$ cat config.mk
export PLATFORM = sky130hd
export DESIGN_NAME = ah_grant_hold_8_flat
export DESIGN_NICKNAME = d
export VERILOG_FILES = /design/src/rtl/ah_grant_hold_8_if.sv /design/src/rtl/ah_grant_hold_8.sv /design/src/flat_wrapper.sv
export SDC_FILE = /design/constraint.sdc
export NUM_CORES = 1
export LEC_CHECK = 0
export CAP_MARGIN = 20
export CORE_AREA = 2 2 141 143
export DETAILED_ROUTE_END_ITERATION = 12
export DIE_AREA = 0 0 143 145
export SYNTH_ARGS = -nofsm -noshare
export SYNTH_HDL_FRONTEND = slang
export SYNTH_SLANG_ARGS = --single-unit
export TNS_END_PERCENT = 100
$ cat constraint.sdc
create_clock -name clk -period 2.75 [get_ports clk]
set_clock_uncertainty 0.2 [all_clocks]
set_input_delay 0.4125 -clock clk [delete_from_list [all_inputs] [get_ports clk]]
set_output_delay 0.4125 -clock clk [all_outputs]
set_load 0.02 [all_outputs]
$ cat src/rtl/ah_grant_hold_8_if.sv
// ah_grant_hold_8_if: grant, per-requester beat and downstream channel bundle for the grant-hold controller
interface ah_grant_hold_8_if #(
  parameter int DATA_W = 32,
  parameter int LEN_W = 4
);
  logic [7:0] gnt_in;
  logic [8*LEN_W-1:0] len;
  logic [7:0] src_valid;
  logic [8*DATA_W-1:0] src_data;
  logic [7:0] src_ready;
  logic dst_valid;
  logic [DATA_W-1:0] dst_data;
  logic dst_last;
  logic [2:0] dst_id;
  logic dst_ready;
  logic [7:0] gnt_busy;
  logic timeout_err;
  logic multi_gnt_err;
  modport master (
    output gnt_in, len, src_valid, src_data, dst_ready,
    input src_ready, dst_valid, dst_data, dst_last, dst_id, gnt_busy, timeout_err, multi_gnt_err
  );
  modport slave (
    input gnt_in, len, src_valid, src_data, dst_ready,
    output src_ready, dst_valid, dst_data, dst_last, dst_id, gnt_busy, timeout_err, multi_gnt_err
  );
endinterface

$ cat src/rtl/ah_grant_hold_8.sv
// ah_grant_hold_8: latches an arbiter grant and streams the owner's burst onto one downstream channel
module ah_grant_hold_8 #(
  parameter int DATA_W = 32,
  parameter int LEN_W = 4,
  parameter int TIMEOUT = 64
) (
  input logic clk,
  input logic rst,
  ah_grant_hold_8_if.slave bus
);
  localparam int IW = TIMEOUT > 0 ? $clog2(TIMEOUT + 1) : 1;
  typedef enum logic [1:0] {IDLE, LOCK, RELEASE} state_t;
  state_t state;
  logic [2:0] owner, low;
  logic [LEN_W-1:0] cnt;
  logic [IW-1:0] idle;
  logic lock, xfer, to_hit;
  // lowest set grant bit picks the owner when the grant is not one-hot
  always_comb begin
    low = '0;
    for (int i = 7; i >= 0; i--) if (bus.gnt_in[i]) low = 3'(i);
  end
  assign lock = state == LOCK;
  assign xfer = bus.dst_valid & bus.dst_ready;
  assign to_hit = (TIMEOUT > 0) && (idle + IW'(1) == IW'(TIMEOUT));
  assign bus.dst_valid = lock & bus.src_valid[owner];
  assign bus.dst_data = bus.src_data[owner*DATA_W +: DATA_W];
  assign bus.src_ready = lock ? (8'(bus.dst_ready) << owner) : 8'h00;
  assign bus.dst_last = lock & (cnt == '0);
  assign bus.dst_id = owner;
  assign bus.gnt_busy = {8{state != IDLE}};
  // grant latch, beat countdown, idle watchdog and error pulses
  always_ff @(posedge clk or posedge rst)
    if (rst) begin
      state <= IDLE;
      owner <= '0;
      cnt <= '0;
      idle <= '0;
      bus.timeout_err <= 1'b0;
      bus.multi_gnt_err <= 1'b0;
    end else begin
      bus.timeout_err <= 1'b0;
      bus.multi_gnt_err <= 1'b0;
      case (state)
        IDLE: if (|bus.gnt_in) begin
          owner <= low;
          cnt <= bus.len[low*LEN_W +: LEN_W];
          idle <= '0;
          state <= LOCK;
          bus.multi_gnt_err <= |(bus.gnt_in & (bus.gnt_in - 8'd1));
        end
        LOCK: if (xfer) begin
          idle <= '0;
          if (cnt == '0) state <= RELEASE;
          else cnt <= cnt - LEN_W'(1);
        end else if (to_hit) begin
          bus.timeout_err <= 1'b1;
          state <= RELEASE;
        end else if (idle != '1) idle <= idle + IW'(1);
        default: state <= IDLE;
      endcase
    end
endmodule

$ cat src/flat_wrapper.sv
// flat-port wrapper written by rule: the top's interface ports become plain ports
module ah_grant_hold_8_flat 
#(
  parameter int DATA_W = 32,
  parameter int LEN_W = 4,
  parameter int TIMEOUT = 64
)
  (clk, rst, bus_gnt_in, bus_len, bus_src_valid, bus_src_data, bus_dst_ready, bus_src_ready, bus_dst_valid, bus_dst_data, bus_dst_last, bus_dst_id, bus_gnt_busy, bus_timeout_err, bus_multi_gnt_err);
  ah_grant_hold_8_if #(.DATA_W(DATA_W), .LEN_W(LEN_W)) bus_i ();
  input logic clk;
  input logic rst;
  input wire logic [$bits(bus_i.gnt_in)-1:0] bus_gnt_in;
  input wire logic [$bits(bus_i.len)-1:0] bus_len;
  input wire logic [$bits(bus_i.src_valid)-1:0] bus_src_valid;
  input wire logic [$bits(bus_i.src_data)-1:0] bus_src_data;
  input wire logic [$bits(bus_i.dst_ready)-1:0] bus_dst_ready;
  output wire logic [$bits(bus_i.src_ready)-1:0] bus_src_ready;
  output wire logic [$bits(bus_i.dst_valid)-1:0] bus_dst_valid;
  output wire logic [$bits(bus_i.dst_data)-1:0] bus_dst_data;
  output wire logic [$bits(bus_i.dst_last)-1:0] bus_dst_last;
  output wire logic [$bits(bus_i.dst_id)-1:0] bus_dst_id;
  output wire logic [$bits(bus_i.gnt_busy)-1:0] bus_gnt_busy;
  output wire logic [$bits(bus_i.timeout_err)-1:0] bus_timeout_err;
  output wire logic [$bits(bus_i.multi_gnt_err)-1:0] bus_multi_gnt_err;
  assign bus_i.gnt_in = bus_gnt_in;
  assign bus_i.len = bus_len;
  assign bus_i.src_valid = bus_src_valid;
  assign bus_i.src_data = bus_src_data;
  assign bus_i.dst_ready = bus_dst_ready;
  assign bus_src_ready = bus_i.src_ready;
  assign bus_dst_valid = bus_i.dst_valid;
  assign bus_dst_data = bus_i.dst_data;
  assign bus_dst_last = bus_i.dst_last;
  assign bus_dst_id = bus_i.dst_id;
  assign bus_gnt_busy = bus_i.gnt_busy;
  assign bus_timeout_err = bus_i.timeout_err;
  assign bus_multi_gnt_err = bus_i.multi_gnt_err;
  ah_grant_hold_8 #(.DATA_W(DATA_W), .LEN_W(LEN_W), .TIMEOUT(TIMEOUT)) u_core (.clk(clk), .rst(rst), .bus(bus_i));
endmodule
After elaboration in Yosys (flattened, before gate mapping)
Cells that the tools add are included.
{"block": "totals", "register_bits": 18, "output_inout_bits": 55, "wordCells": 67}
{"block": "op_classes", "add_sub_neg": 3, "n_lt_le_gt_ge": 1, "n_eq_ne": 10, "shift": 3, "n_mux": 30, "n_bitwise": 4, "reduce_logical": 10}
{"operator": "variable part select 256 x 9 -> 32 bit", "count": 1}
{"operator": "variable part select 32 x 6 -> 4 bit", "count": 1}
{"operator": "two-way mux 7 bit", "count": 4}
{"operator": "two-way mux 3 bit", "count": 8}
{"operator": "OR reduction 8 bit", "count": 2}
{"operator": "one-hot mux 7 bit (2 select lines)", "count": 1}
{"operator": "two-way mux 4 bit", "count": 3}
{"operator": "inequality test 3 bit (second input constant)", "count": 4}
{"operator": "AND 8 bit", "count": 1}
{"operator": "two-way mux 2 bit", "count": 4}
{"operator": "two-way mux 8 bit", "count": 1}
{"operator": "one-hot mux 4 bit (2 select lines)", "count": 1}
{"operator": "AND reduction 4 bit", "count": 2}
{"operator": "<< shifter 1 x 3 -> 8 bit", "count": 1}
{"operator": "subtractor 8 x 1 -> 8 bit (second input constant)", "count": 1}
{"operator": "adder 7 x 1 -> 7 bit (second input constant)", "count": 1}
{"operator": "== test 7 bit (second input constant)", "count": 1}
{"operator": "inequality test 7 bit (second input constant)", "count": 1}
{"operator": "two-way mux 1 bit", "count": 6}
{"operator": "zero test 4 bit", "count": 1}
{"operator": "< comparator 3 x 4 -> 1 bit (second input constant)", "count": 1}
{"operator": "inequality test 2 bit (second input constant)", "count": 2}
{"operator": "one-hot mux 2 bit (2 select lines)", "count": 1}
{"operator": "nonzero test 2 bit", "count": 2}
{"operator": "8 further kinds", "count": 10}

Depth between registers and ports, before layout
{"block": "depth", "depth_word": 11, "ltp_mapped": 8, "mapped_depth_nobuf": 7}

Worst setup path after synthesis
Ideal clock, no wire load.
{"block": "synth_timing", "kind": "register to output", "start": "register u_core.owner[0], in the netlist u_core.bus.dst_id[0]", "end": "output bus_dst_data[0]", "t_arrival_ps": 2059, "path_slack_ps": 78, "stages_incl_launch_ff": 6, "n_path_buf": 3, "path_cell_list": "dfrtp_1 > buf_4 > buf_2 > buf_2 > mux4_2 > mux2_2"}
{"block": "synth_between", "elab_chain_cells": 1}
{"item": "start: declaration", "line": "ah_grant_hold_8.sv:14", "source": "logic [2:0] owner, low;"}
{"item": "start signal: assignment", "line": "ah_grant_hold_8.sv:46", "source": "owner <= low;"}
{"item": "variable part select 256 x 9 -> 32 bit", "line": "ah_grant_hold_8.sv:27", "source": "assign bus.dst_data = bus.src_data[owner*DATA_W +: DATA_W];"}
{"item": "end: declaration", "line": "flat_wrapper.sv:19", "source": "output wire logic [$bits(bus_i.dst_data)-1:0] bus_dst_data;"}
No other way between the ends.

Worst setup path after layout
{"block": "layout_timing", "start": "register u_core.owner[0], in the netlist u_core.bus.dst_id[0]", "end": "register u_core.cnt[2]"}
{"block": "layout_between", "elab_chain_cells": 6}
{"item": "binary-select mux 1 bit (select 3 bit)", "line": "ah_grant_hold_8.sv:26", "source": "assign bus.dst_valid = lock & bus.src_valid[owner];"}
{"item": "two-way mux 1 bit (not written as such)", "line": "ah_grant_hold_8.sv:26"}
{"item": "AND 1 bit", "line": "ah_grant_hold_8.sv:26"}
{"item": "AND 1 bit", "line": "ah_grant_hold_8.sv:24", "source": "assign xfer = bus.dst_valid & bus.dst_ready;"}
{"item": "inequality test 2 bit (no source line)"}
{"item": "AND reduction 4 bit (no source line)"}
{"item": "end signal: assignment", "line": "ah_grant_hold_8.sv:47", "source": "cnt <= bus.len[low*LEN_W +: LEN_W];"}
{"item": "end signal: assignment", "line": "ah_grant_hold_8.sv:55", "source": "else cnt <= cnt - LEN_W'(1);"}
{"item": "end: declaration", "line": "ah_grant_hold_8.sv:15", "source": "logic [LEN_W-1:0] cnt;"}
No other way between the ends. The select of a mux whose other input is x is not followed.
A chain may end at the register's enable or synchronous reset.

==> impl_metrics.tcl <==
set metrics [dict create \
    cts_tree "done" \
    cap_violations 0 \
    ios 362 \
    drt_iter0_markers 197 \
    period_share_pct 98.3 \
    fmax_mhz 370 \
    nNetsFinal 1014 \
    timing.rr.start "u_core.bus.dst_id[0]" \
    relSlewSlack_pct 52.6 \
    yosys.area_share.simple_pct 11.2 \
    yosysWarnings 0 \
    grt_pass1_wl_um 29800 \
    maxSlewViolCount 0 \
    fin_ws_ps 45.6 \
    grt_overflow 0 \
    drive_above_1_share_pct 26.5 \
    syn_area_um2 3530 \
    final_common_cell "clkdlybuf4s50_1" \
    cts_buffers 3 \
    synth.distinct_cells 54 \
    routed_wl_um 21200 \
    setup_violations 0 \
    synth_fp_nets 634 \
    p_leak_uw 0.00297 \
    min_period_ps 2700 \
    netlist_instances 324 \
    clkTransAtPathRegs_ps 60 \
    clock-sinks 18 \
    ys_seq_area_share_pct 12.8 \
    viasPerCell 4.65 \
    synth_xor_area_share_pct 0 \
    antenna_found_initial 8 \
    worst-slew-pin-transition_ps 711 \
    critical_path_arrival_ps 2640 \
    synth-async-reset-ratio_pct 100 \
    postCtsHoldBufs 0 \
    synth_seq_cells 18 \
    vdd_drop_max_mv 0.339 \
    die_area_um2 20700 \
    cts_htree_levels 1 \
    start_kind "flop" \
    min_path_type "input pin to async pin" \
    rows 51 \
    synth_edf_count 0 \
    root_buffer "clkbuf_16" \
    post-dp-hpwl_um 18300 \
    first_pass_iters 4 \
    hold_violations 0 \
    grt_usage_pct 19.1 \
    required_ps 2690 \
    synth_top_family_by_area "multiplexers" \
    synthAdderAreaFrac_pct 1.06 \
    clock_path_buffers 2 \
    drc_errors 0 \
    detailedPlace.worstSlack_ps -185 \
    vias 4519 \
    synthMuxAreaShare_pct 54.8 \
    cellPowerDensity_nw_per_um2 738 \
    clk_latency_ps 250 \
    rsz0062_at_grt "true" \
    end_kind "flop" \
    syn_area_per_cell_um2 10.9 \
    synth_compound_area_share_pct 13.9 \
    cp-startpoint "u_core.bus.dst_id[0]" \
    ys.flop_type "dfrtp_1" \
    criticalPathCategory "flop to flop" \
    fp.dieH_um 145 \
    hold_slack_ps 376 \
    grt_max_degree 32 \
    setup_tns_ps 0 \
    die_w_um 143 \
    grt_pass1_vias 4753 \
    status "completed" \
    place_congestion 0.932 \
    synthToLayoutAreaGrowth_pct 123 \
    io_buffers 361 \
    drtAntennaViolNets 0 \
    detail_route.wl_per_cell_um 21.8 \
    core_um2 19200 \
    start_util_pct 18.4 \
    cp_max_fo 16 \
    final_cell_mix "clkdlybuf4s50_1, mux4_2, buf_4" \
]
-- cell type report --
type	count	area, µm²
timing repair buffer	410	4050
fill	1843	11300
inverter	14	52.6
multi-input combinational	257	2870
tap	265	332
sequential	18	459
clock buffer	4	88.8
antenna	4	10.0
-- metrics by stage --
stage | total power (µW) | area, µm² | instances | utilization (%)
floorplan | 3360 | 3530 | 324 | -
global placement | 5570 | 7710 | 956 | 40.1
detailed placement | 5600 | 7710 | 956 | 40.1
CTS | 5860 | 7860 | 965 | 40.9
global route | 6150 | 7860 | 971 | 40.9
finish | 5810 | 7860 | 972 | 40.9
-- metal layers --
| metal | routed length [µm] | track usage (%) | part of all wire [%] |
|---|---|---|---|
| met1 | 8030 | 21.7 | 38 |
| met2 | 11100 | 35.6 | 53 |
| met3 | 1600 | 4.62 | 7.6 |
| met4 | 365 | 4.36 | 1.7 |
| met5 | 40 | 0 | 0.19 |
-- final timing paths --
path,to,slack (ps),cells after the start
worst min-delay path,u_core.idle[3],380,2
min in group clk,u_core.idle[6],380,2
worst max register to register,u_core.cnt[2],50,9
worst max-delay path,u_core.cnt[2],50,9
max in group asynchronous,u_core.bus.dst_id[0],1450,2
worst min register to register,u_core.idle[6],380,2
-- cell usage after synthesis (4+ instances only) --
cell type,instances,area share (%)
nor2b_1,4,0.71
mux2i_1,11,3.1
clkbuf_1,17,1.8
nor3_1,5,0.71
inv_1,13,1.4
mux4_2,65,41
nand2b_1,7,1.2
mux2_2,32,10
o221ai_1,8,2.0
dfrtp_1,18,13
a31oi_1,8,1.4
nor2_1,24,2.6
a21oi_1,18,2.6
buf_4,8,1.7
o21ai_0,8,1.1
nand2_1,13,1.4
a21o_1,4,0.85
buf_2,7,0.99
-- cells by family after synthesis --
family / count (synthesis)
adder cells (fa/ha/maj): 3
AND/OR/NAND/NOR: 76
AO/OA/AOI/OAI: 70
multiplexers: 108
flip-flops: 18
buffers and inverters: 49
-- flip-flops by register name, indices dropped and copies added (netlist names) --
register	cells
u_core.bus.timeout_err	1
u_core.bus.dst_id	3
u_core.bus.multi_gnt_err	1
u_core.state	2
u_core.cnt	4
u_core.idle	7
-- timing repair --
action                                 in CTS  in global routing
pin swaps                                   1                  0
buffers inserted                            4                  3
endpoints found under the hold margin       0                  0
setup endpoints to repair                  37                 32
gates cloned                                1                  0
gates resized for setup                    83                 26
-- worst max-delay path: stages (launching register included) --
cell	delay, ps
dfrtp_4	530
buf_12	190
buf_8	140
mux2i_1	110
mux4_2	530
buf_6	150
or3_4	360
nand2_4	100
a21boi_2	50
a211o_1	210
-- where the power goes --
part | total, µW | switching, µW | internal, µW
Clock | 329 | 107 | 222
Sequential | 520 | 156 | 364
Combinational | 4960 | 2250 | 2700
Total | 5810 | 2520 | 3290
(Power assumes the default switching activity.)
